## config.mk

```make
export PLATFORM = sky130hd
export DESIGN_NAME = warp_dispatch
export DESIGN_NICKNAME = d
export VERILOG_FILES = /design/src/rtl/warp_dispatch.sv
export SDC_FILE = /design/constraint.sdc
export NUM_CORES = 1
export LEC_CHECK = 0
export CAP_MARGIN = 20
export CORE_ASPECT_RATIO = 1.4
export CORE_MARGIN = 10
export CORE_UTILIZATION = 35
export CTS_CLUSTER_DIAMETER = 200
export DETAILED_ROUTE_END_ITERATION = 12
export PLACE_DENSITY = 0.67
export SLEW_MARGIN = 20
export SYNTH_ARGS = -nofsm -noshare
export SYNTH_HDL_FRONTEND = slang
export SYNTH_SLANG_ARGS = --single-unit
export TNS_END_PERCENT = 10
```

## constraint.sdc

```tcl
create_clock -name i_clk -period 4.7 [get_ports i_clk]
set_input_delay 0.47 -clock i_clk [delete_from_list [all_inputs] [get_ports i_clk]]
set_output_delay 0.47 -clock i_clk [all_outputs]
set_load 0.01 [all_outputs]
```

## src/rtl/warp_dispatch.sv

```systemverilog
// Issue-side controller: accepts one instruction per handshake and broadcasts it
// to the enabled lanes, then waits for all of them to report ready or times out.
module warp_dispatch #(
    parameter int unsigned NUM_LANES = 8,
    parameter int unsigned INST_W    = 32,
    parameter int unsigned TIMEOUT   = 16
) (
    input  logic                 i_clk,
    input  logic                 i_rst,
    input  logic                 i_inst_valid,
    input  logic [INST_W-1:0]    i_inst_data,
    input  logic [NUM_LANES-1:0] i_inst_mask,
    output logic                 o_inst_ready,
    output logic [NUM_LANES-1:0] o_lane_enable,
    output logic                 o_execute,
    output logic [INST_W-1:0]    o_instruction,
    input  logic [NUM_LANES-1:0] i_lane_ready,
    output logic                 o_busy,
    output logic                 o_done,
    output logic                 o_timeout_err,
    output logic [NUM_LANES-1:0] o_timeout_lanes,
    output logic [15:0]          o_issue_count
);

    localparam int unsigned CW = (TIMEOUT > 1) ? $clog2(TIMEOUT) : 1;

    typedef enum logic [1:0] {
        S_IDLE,
        S_ISSUE,
        S_SETTLE,
        S_WAIT
    } state_t;

    state_t               r_state;
    state_t               w_next;
    logic [INST_W-1:0]    r_inst_q;
    logic [NUM_LANES-1:0] r_mask_q;
    logic [15:0]          r_issue_count;
    logic [NUM_LANES-1:0] r_timeout_lanes;
    logic                 r_done;
    logic                 r_timeout_err;
    logic [CW-1:0]        r_wait_cnt;

    logic w_accept;
    logic w_complete;
    logic w_expired;
    logic w_done_set;
    logic w_to_set;

    // Never issue to a lane that is still busy with earlier work.
    assign o_inst_ready = (r_state == S_IDLE) &&
                          ((i_lane_ready & i_inst_mask) == i_inst_mask);
    assign w_accept     = i_inst_valid && o_inst_ready;
    assign w_complete   = (i_lane_ready & r_mask_q) == r_mask_q;
    assign w_expired    = (r_wait_cnt == CW'(TIMEOUT - 1));

    always_comb begin
        w_next     = r_state;
        w_done_set = 1'b0;
        w_to_set   = 1'b0;
        case (r_state)
            S_IDLE: begin
                if (w_accept) begin
                    // An empty mask completes immediately without strobing execute.
                    if (i_inst_mask == '0) begin
                        w_done_set = 1'b1;
                    end else begin
                        w_next = S_ISSUE;
                    end
                end
            end
            S_ISSUE:  w_next = S_SETTLE;
            S_SETTLE: w_next = S_WAIT;
            S_WAIT: begin
                if (w_complete) begin
                    w_next     = S_IDLE;
                    w_done_set = 1'b1;
                end else if (w_expired) begin
                    w_next   = S_IDLE;
                    w_to_set = 1'b1;
                end
            end
            default: w_next = S_IDLE;
        endcase
    end

    always_ff @(posedge i_clk) begin
        if (i_rst) begin
            r_state         <= S_IDLE;
            r_inst_q        <= '0;
            r_mask_q        <= '0;
            r_issue_count   <= '0;
            r_timeout_lanes <= '0;
            r_done          <= 1'b0;
            r_timeout_err   <= 1'b0;
            r_wait_cnt      <= '0;
        end else begin
            r_state       <= w_next;
            r_done        <= w_done_set;
            r_timeout_err <= w_to_set;
            if (w_accept) begin
                r_inst_q        <= i_inst_data;
                r_mask_q        <= i_inst_mask;
                r_issue_count   <= r_issue_count + 16'd1;
                r_timeout_lanes <= '0;
            end
            if (w_to_set) begin
                r_timeout_lanes <= r_mask_q & ~i_lane_ready;
            end
            if (r_state == S_SETTLE) begin
                r_wait_cnt <= '0;
            end else if (r_state == S_WAIT) begin
                r_wait_cnt <= r_wait_cnt + CW'(1);
            end
        end
    end

    assign o_execute       = (r_state == S_ISSUE);
    assign o_busy          = (r_state != S_IDLE);
    assign o_lane_enable   = (r_state != S_IDLE) ? r_mask_q : '0;
    assign o_instruction   = r_inst_q;
    assign o_done          = r_done;
    assign o_timeout_err   = r_timeout_err;
    assign o_timeout_lanes = r_timeout_lanes;
    assign o_issue_count   = r_issue_count;

endmodule
```

==> impl_metrics.py <==
metrics = {
    "synthesis": {
        "synthArstFlopShare_pct": 0,
        "ys_ff_latch": 72,
        "synth_seq_area_share_pct": 47.23,
        "synth_edf_count": 0,
        "synth_cell_types": 36,
        "syn_inst": 378,
        "yosys.area_share.xor_xnor_pct": 1.435,
        "synth_top_cell_area_share_pct": 47.23,
        "synth.yosys.warnings": 0,
        "avgSynthCellArea_um2": 8.073,
        "synth_flop_cell": "dfxtp_1",
        "synth_fa_ha_area_share_pct": 2.460,
        "synth_common_cells": "nand2_1, dfxtp_1, a21oi_1",
        "synth.most_common_cell": "nand2_1",
        "synth_nets": 435,
        "synth_top_family_by_area": "simple AND/OR/NAND/NOR gates",
        "yosys.area_share.simple_pct": 28.62,
        "synthTopCellsByArea": "dfxtp_1, nand2_1, a21oi_1, nor2b_1, nand3_1",
        "synth-compound-area-share_pct": 14.39,
        "synth.area.mux_share_pct": 1.394,
        "synth.largest_area_cell": "dfxtp_1",
        "synth_area_um2": 3052,
    },
    "critical_path": {
        "r2r-end": "o_issue_count[9]",
        "crit_arrival_ns": 2.34,
        "start_kind": "register",
        "crit_required_ns": 4.23,
        "cp_max_fo": 12,
        "r2r-start": "r_state[0]",
        "rr_worst_depth": 7,
        "crit_path_end_kind": "output pin",
        "crit_type": "register to output pin",
        "rrSetupSlack_ns": 1.94,
    },
    "placed_design": {
        "hpwlAfterDp_um": 6951,
        "port_buffers": 119,
        "gp_congestion": 0.8720,
    },
    "timing": {
        "drv_slew": 0,
        "holdWs_ns": 0.4534,
        "rsz0062_at_grt": "no",
        "fmax_mhz": 355.6,
        "setup_viol": 0,
        "finalCritPeriodShare_pct": 59.84,
        "tightest_slew_ns": 0.7712,
        "relSlewSlack_pct": 48.59,
        "period_minus_slack_ns": 2.812,
        "skew_ns": 0.005110,
        "fin_setup_tns_ns": 0,
        "hold_viol": 0,
    },
    "cts": {
        "cts_buffers": 9,
        "clk_path_buf_depth": 2,
        "cts_setup_buffers": 0,
        "worstSkewPairLatency_ns": 0.33,
        "cts_tree": "yes",
        "cts_sinks": 72,
        "cts_root_buf": "clkbuf_16",
        "cts.clk_slew.worst_paths_ns": 0.06,
        "cts-htree-levels": 3,
        "cts_hold_buf": 0,
        "cts_resized": 0,
    },
    "grt": {
        "antenna_found_initial": 0,
        "grt_pass1_wl_um": 14700,
        "grt_pass1_vias": 2927,
        "globalRouteOverflowTotal": 0,
        "grt_use_total_pct": 14.23,
        "grt_max_degree": 76,
    },
    "floorplanning": {
        "fp.dieArea_um2": 12910,
        "ios": 120,
        "start_util_pct": 35.66,
        "chipWidth_um": 98.92,
        "chipHeight_um": 130.5,
        "core-area_um2": 8558,
        "rows": 40,
    },
    "finish": {
        "diodes": 0,
        "finalNetCount": 546,
        "syn_to_final_growth_pct": 51.74,
        "num-fill-cells": 799,
        "drive_above_1_share_pct": 5.466,
        "ff_latch_area_um2": 1441,
        "multi_input_area_um2": 1479,
    },
    "worst_hold_path": {
        "whs_endpoint": "o_instruction[25]",
        "holdPathStages": 2,
        "hold_path.class": "register to register",
        "hp-start": "o_instruction[25]",
    },
    "detailed_routing": {
        "viasPerCell": 5.095,
        "dr_total_vias": 3052,
        "drt_wl_total_um": 9466,
        "drt_iter0_drc": 147,
        "first_pass_iters": 4,
        "wl_per_cell_um": 15.80,
        "drc": 0,
        "ant_nets": 0,
    },
    "power_and_ir_drop": {
        "cellLeakagePower_nw": 1.582,
        "peakVddDrop_mv": 0.1968,
        "power_density_nw_per_um2": 338.6,
    },
    "job": {
        "drv_cap": 0,
    },
    "status": {
        "outcome": "complete, no violations",
    },
}
==> layout make-up <==
type,count,share of cell area [%]
tap,105,2.837
multi-input combinational,272,31.94
inverter,11,0.8917
timing repair buffer,123,26.26
sequential,72,31.13
clock buffer,10,5.161
clock inverter,6,1.783
==> cell families (layout without fill, tap and decap cells) <==
logic type               Yosys count  after routing
AO/OA/AOI/OAI                     79             79
XOR/XNOR                           5              5
adder cells (fa/ha/maj)            6              6
buffers and inverters             34            150
flip-flops                        72             72
multiplexers                       4              4
AND/OR/NAND/NOR                  178            178
==> state kept, by name, indices dropped and copies added, names as in the netlist <==
register / count
o_done: 1
o_timeout_lanes: 8
o_timeout_err: 1
r_state: 2
o_issue_count: 16
r_mask_q: 8
r_wait_cnt: 4
o_instruction: 32
==> where the power goes <==
part | total [mW] | switching [mW] | internal [mW]
clock network | 0.729 | 0.253 | 0.476
logic | 0.202 | 0.100 | 0.102
registers | 0.637 | 0.0105 | 0.627
==> cells in the final DEF (no fill, tap or decap), types with 2 or more instances in the layout <==
master / synthesis / layout
nand2_1: 89 / 89
xor2_1: 3 / 3
mux2_2: 2 / 2
bufinv_16: 0 / 2
xnor2_1: 2 / 2
clkbuf_16: 0 / 9
dfxtp_1: 72 / 72
ha_1: 6 / 6
a21oi_1: 60 / 60
inv_1: 11 / 11
nor2b_1: 21 / 21
and4_1: 2 / 2
o31ai_1: 8 / 8
clkinv_2: 0 / 3
nand2b_1: 2 / 2
buf_4: 0 / 4
nor3_1: 5 / 5
or4_1: 11 / 11
nor4_1: 4 / 4
clkdlybuf4s50_1: 0 / 118
nand3_1: 24 / 23
o21ai_0: 3 / 3
nand4_1: 3 / 3
mux2i_1: 2 / 2
and3_1: 4 / 4
or3_1: 4 / 4
nor2_1: 5 / 5
==> worst max path at each step <==
stage | start | end | cells past startpoint
2_1_floorplan | i_lane_ready[1] | o_issue_count[10] | 6
3_3_place_gp | i_inst_mask[6] | o_issue_count[9] | 6
3_5_place_dp | i_inst_mask[6] | o_issue_count[9] | 6
4_1_cts | r_state[0] | o_inst_ready | 6
5_1_grt | r_state[0] | o_issue_count[9] | 7
6_report | r_state[0] | o_inst_ready | 6
==> per-stage QoR <==
step	utilization [%]	worst slack, ns	total power, mW	instance area [um2]	std cells
floorplan	-	2.671	0.7502	3052	378
global placement	50.35	1.777	0.8512	4309	583
detailed placement	50.35	1.725	0.8542	4309	583
CTS	54.11	1.868	1.588	4631	599
global route	54.11	1.567	1.632	4631	599
finish	54.11	1.888	1.568	4631	599
==> layer usage <==
| layer | vias to the layer above | global-route usage [%] | wire length (um) |
|---|---|---|---|
| met5 | - | 0 | 0 |
| met4 | 0 | 6.255 | 181 |
| met3 | 11 | 7.252 | 907 |
| met2 | 93 | 23.04 | 4660 |
| met1 | 1422 | 15.26 | 3716 |
| li1 | 1526 | - | - |
==> worst max-delay path, cell delays in order (launching register included) <==
cell,delay [ns]
dfxtp_1,0.33
inv_1,0.10
ha_1,0.42
inv_1,0.15
nor4_1,0.27
and3_1,0.20
clkdlybuf4s50_1,0.55
(Power assumes the default switching activity.)
